### config.mk
export PLATFORM = sky130hd
export DESIGN_NAME = debug_dump_ctrl
export DESIGN_NICKNAME = d
export VERILOG_FILES = /design/src/rtl/debug_dump_ctrl.sv
export SDC_FILE = /design/constraint.sdc
export NUM_CORES = 1
export LEC_CHECK = 0
export BUFFER_PORTS_ARGS = -buffer_cell sky130_fd_sc_hd__buf_2
export CAP_MARGIN = 5
export CORE_ASPECT_RATIO = 0.8
export CORE_MARGIN = 10
export CORE_UTILIZATION = 48
export CTS_CLUSTER_SIZE = 24
export DETAILED_ROUTE_END_ITERATION = 8
export GPL_TIMING_DRIVEN = 1
export MAX_ROUTING_LAYER = met4
export PLACE_DENSITY = 0.8
export SYNTH_ARGS = -nofsm -noshare
export SYNTH_HDL_FRONTEND = slang
export SYNTH_SLANG_ARGS = --single-unit
### constraint.sdc
create_clock -name clk -period 1.89 [get_ports clk]
set_input_delay 0.0945 -clock clk [delete_from_list [all_inputs] [get_ports clk]]
set_output_delay 0.0945 -clock clk [all_outputs]
set_load 0.02 [all_outputs]
### src/rtl/debug_dump_ctrl.sv
// Debug dump controller: optionally single-steps a halted core, then sweeps
// its debug address space and streams each captured word over valid/ready.
module debug_dump_ctrl #(
    parameter int unsigned ADDR_FIRST = 0,
    parameter int unsigned ADDR_LAST  = 63,
    parameter int unsigned STEP_CYC   = 4,
    parameter int unsigned SETTLE_CYC = 2
) (
    input  logic        clk,
    input  logic        rst,
    input  logic        halt_req,
    input  logic        start,
    input  logic        mode,
    output logic        busy,
    output logic        done,
    output logic        debug_en,
    output logic        debug_step,
    output logic [6:0]  debug_addr,
    input  logic [31:0] debug_data,
    output logic        out_valid,
    input  logic        out_ready,
    output logic [6:0]  out_addr,
    output logic [31:0] out_data
);

    localparam int unsigned ADDR_W  = 7;
    localparam int unsigned DATA_W  = 32;
    localparam int unsigned CNT_MAX = (STEP_CYC > SETTLE_CYC) ? STEP_CYC : SETTLE_CYC;
    localparam int unsigned CNT_W   = (CNT_MAX > 1) ? $clog2(CNT_MAX) : 1;

    localparam logic [ADDR_W-1:0] FIRST      = ADDR_W'(ADDR_FIRST);
    localparam logic [ADDR_W-1:0] LAST       = ADDR_W'(ADDR_LAST);
    localparam logic [CNT_W-1:0]  STEP_END   = CNT_W'(STEP_CYC - 1);
    localparam logic [CNT_W-1:0]  SETTLE_END = CNT_W'(SETTLE_CYC - 1);

    typedef enum logic [2:0] {
        IDLE,
        STEP_HI,
        STEP_LO,
        SETTLE,
        SEND,
        DONE
    } state_t;

    state_t              state;
    state_t              state_nxt;
    logic [CNT_W-1:0]    cnt;
    logic [CNT_W-1:0]    cnt_nxt;
    logic [ADDR_W-1:0]   addr_nxt;
    logic [ADDR_W-1:0]   oaddr_nxt;
    logic [DATA_W-1:0]   odata_nxt;

    // State, counter and all outputs; flag outputs decode the next state so
    // they line up with the state they describe and stay glitch-free.
    always_ff @(posedge clk) begin
        if (!rst) begin
            state      <= IDLE;
            cnt        <= '0;
            debug_addr <= '0;
            out_addr   <= '0;
            out_data   <= '0;
            debug_en   <= 1'b0;
            debug_step <= 1'b0;
            busy       <= 1'b0;
            done       <= 1'b0;
            out_valid  <= 1'b0;
        end else begin
            state      <= state_nxt;
            cnt        <= cnt_nxt;
            debug_addr <= addr_nxt;
            out_addr   <= oaddr_nxt;
            out_data   <= odata_nxt;
            debug_en   <= halt_req;
            debug_step <= (state_nxt == STEP_HI);
            busy       <= (state_nxt != IDLE);
            done       <= (state_nxt == DONE);
            out_valid  <= (state_nxt == SEND);
        end
    end

    // Next-state, cycle counter, sweep address and capture logic.
    always_comb begin
        state_nxt = state;
        cnt_nxt   = cnt;
        addr_nxt  = debug_addr;
        oaddr_nxt = out_addr;
        odata_nxt = out_data;
        unique case (state)
            IDLE: begin
                if (start) begin
                    cnt_nxt = '0;
                    if (mode && debug_en) begin
                        state_nxt = STEP_HI;
                    end else begin
                        addr_nxt  = FIRST;
                        state_nxt = SETTLE;
                    end
                end
            end
            STEP_HI: begin
                if (cnt == STEP_END) begin
                    cnt_nxt   = '0;
                    state_nxt = STEP_LO;
                end else begin
                    cnt_nxt = cnt + CNT_W'(1);
                end
            end
            STEP_LO: begin
                if (cnt == STEP_END) begin
                    cnt_nxt   = '0;
                    addr_nxt  = FIRST;
                    state_nxt = SETTLE;
                end else begin
                    cnt_nxt = cnt + CNT_W'(1);
                end
            end
            SETTLE: begin
                if (cnt == SETTLE_END) begin
                    cnt_nxt   = '0;
                    oaddr_nxt = debug_addr;
                    odata_nxt = debug_data;
                    state_nxt = SEND;
                end else begin
                    cnt_nxt = cnt + CNT_W'(1);
                end
            end
            SEND: begin
                if (out_ready) begin
                    if (debug_addr == LAST) begin
                        state_nxt = DONE;
                    end else begin
                        addr_nxt  = debug_addr + ADDR_W'(1);
                        state_nxt = SETTLE;
                    end
                end
            end
            DONE: begin
                state_nxt = IDLE;
            end
            default: begin
                state_nxt = IDLE;
            end
        endcase
    end

endmodule

==> out/metrics.yaml <==
timing:
  max_slew.worst_pin.slew_ns: 0.542
  tns_ns: 0
  setup_viol: 0
  period_needed_ns: 1.77
  period_share_pct: 93.7
  fmax_ghz: 0.565
  drv_slew: 0
  relSlewSlack_pct: 63.8
  whs_ns: 0.00958
  hold_viol_final: 0
  setup_ws_ns: 0.120
  clock_skew_ns: 0.00274
  rsz0062_at_grt: "false"
worst_setup_path:
  rr_worst_depth: 5
  r2r_end: "debug_addr[5]"
  critPathLaunchType: "flop"
  crit-reg2reg-launch: "debug_addr[0]"
  crit_chain: "ha_1, nand3_1, o211ai_1, a2111oi_2, mux2i_1"
  crit_end: "debug_addr[5]"
  required_ns: 2.13
  critPathLaunch: "debug_addr[0]"
  crit_arrival_ns: 2.01
  critPathMaxFanout: 7
  endpoint_kind: "flop"
  cp_slowest_cell: "a2111oi_2"
  worstSetupPathType: "flop to flop"
  reg2reg_slack_ns: 0.12
  max_stage_delay_ns: 0.47
clock_tree:
  clk_pin_slew_ns: 0.10
  worst_skew_pair.late_latency_ns: 0.31
  cts_root_buf: "clkbuf_8"
  cts_tree: "built"
  cts_buffer_depth: 2
  post_cts_buffers: 0
  clock-sinks: 56
  cts_resized: 0
  numCtsBuffers: 5
  h-tree-depth: 2
job:
  drv_cap: 0
synth:
  synthTopCellsByArea: "dfxtp_1 49%, nand2_1 13%, a21oi_1 9.8%, ha_1 2.2%, mux2i_1 2.2%"
  syn_area_um2: 2300
  netlist_instances: 285
  yosysUniqueCellTypes: 39
  synth-seq-cells: 56
  synth_edf_count: 0
  synth_area_leader_cell: "dfxtp_1"
  syn-num-nets: 327
  seq_area_frac_synth_pct: 48.7
  synth.avg_cell_area_um2: 8.08
  ys.flop_type: "dfxtp_1"
  synth.yosys.warnings: 0
  yosysTopAreaCellShare_pct: 48.7
  async_flop_share_pct: 0
routing:
  wl_per_cell_um: 14.1
  vias: 2209
  drc: 0
  antenna_left: 0
  drtIter0Drc: 110
  drtPass1Iterations: 4
  drt_wl_total_um: 6150
  vias_per_cell: 5.07
floorplan:
  core_um2: 4620
  fp.dieH_um: 82.0
  fp-row-count: 22
  dieArea_um2: 7990
  io_pins: 89
  die_w_um: 97.5
  initial_core_util_pct: 49.8
power_and_ir_drop:
  switchingPower_w: 0.000618
  pwr-share-comb_pct: 14.8
  powerDensity_nw_per_um2: 804
  p_leak_nw: 1.27
  clkPwrFrac_pct: 32.9
  internal_power_w: 0.00176
  switching_share_pct: 25.9
  seq_power_share_pct: 52.3
  peakVddDrop_uv: 560
status:
  status: "finished clean"
grt:
  grt_usage_pct: 14.7
  antenna_found_initial: 0
  grt_pass1_vias: 2034
  grt_max_degree: 28
  overflow: 0
  grt_pass1_wl_um: 9620
final_layout:
  regArea_um2: 1120
  nets: 417
  final_cell_mix: "88 x buf_2, 82 x nand2_1, 56 x dfxtp_1"
  layout_commonest_cell: "buf_2"
  nFillCells: 430
  drive_gt1_share_pct: 29.5
  n_antenna_cell: 0
  multi_input_area_um2: 1080
  area_growth_pct: 28.6
min_path:
  hold_path.class: "primary input to flop"
placed_design:
  place_hpwl_um: 4610
  pre_cts_slack_ns: 0.156
  io_buffer_count: 88
  place_congestion: 0.892
==> per-stage QoR <==
step	util, %	power, W	instances	area [um^2]
finish	64.0	0.00238	436	2960
global route	64.0	0.00250	436	2960
CTS	63.8	0.00240	435	2950
detailed placement	61.2	0.00162	426	2830
global placement	61.2	0.00162	426	2830
floorplan	-	0.00149	285	2300
==> sequential cells by signal, indices dropped and copies added (netlist names) <==
signal	count
debug_addr	7
out_valid	1
debug_en	1
out_data	32
out_addr	7
done	1
debug_step	1
cnt	2
state	3
busy	1
==> logic make-up after synthesis <==
group,after synthesis,share of synthesized area (%)
mux,5,2.17
simple gates,120,23.0
compound gates,73,19.4
fa+ha+maj,4,2.17
flops,56,48.7
buf+inv,27,4.62
==> cells in the mapped netlist, types with 4 or more instances <==
master    count
dfxtp_1      56
a211oi_1      4
a21oi_1      45
nor2_1        6
o211ai_1      5
inv_1         8
nand2_1      82
buf_2         4
clkbuf_1     13
mux2i_1       5
nand3_1       9
ha_1          4
nor3_1        4
o21ai_0       6
nand3b_1      4
==> critical path, delay by kind of cell, from the launching register on <==
kind                       cells  cell delay [ns]
muxes                          1             0.22
AOI/OAI and AO/OA              2             0.69
adders and majority gates      1             0.24
and+or+nand+nor                1             0.18
DFF                            1             0.38
==> power groups by stage <==
stage	Combinational, W	Clock (W)	Sequential [W]
after floorplan	0.000203	0	0.00129
after global placement	0.000345	0	0.00127
after detailed placement	0.000350	0	0.00127
after CTS	0.000353	0.000804	0.00124
after global routing	0.000390	0.000858	0.00125
final	0.000353	0.000783	0.00124
==> what timing repair did <==
action                     in CTS  in global routing
setup endpoints to repair       0                  1
hold buffers                    1                  1
hold endpoints to repair        1                  1
==> how the worst min path moves through the flow <==
stage	startpoint	slack [ns]	to	cells past startpoint
floorplan	rst	0.22	debug_en	1
global placement	halt_req	0.30	debug_en	2
detailed placement	halt_req	0.31	debug_en	2
CTS	debug_data[11]	0.005	out_data[11]	3
global route	debug_data[4]	0.006	out_data[4]	3
finish	debug_data[6]	0.01	out_data[6]	3
==> cell type report <==
cell class	instances	share of cell area, %
clock buffers	6	2.45
clock inverters	2	1.31
inverters	10	1.27
multi-input cells	202	36.5
flip-flops and latches	56	37.9
well taps	60	2.53
repair buffers	100	18.1
==> per-layer routing <==
| layer | track usage (%) | vias up | share of wire, % |
|---|---|---|---|
| met1 | 19.6 | 984 | 49 |
| met2 | 20.8 | 77 | 41 |
| met5 | - | - | 0 |
| met3 | 5.79 | 3 | 9.4 |
| met4 | 2.61 | 0 | 0.36 |
| li1 | - | 1145 | - |
Note: power is estimated with default switching activity, not from simulation.
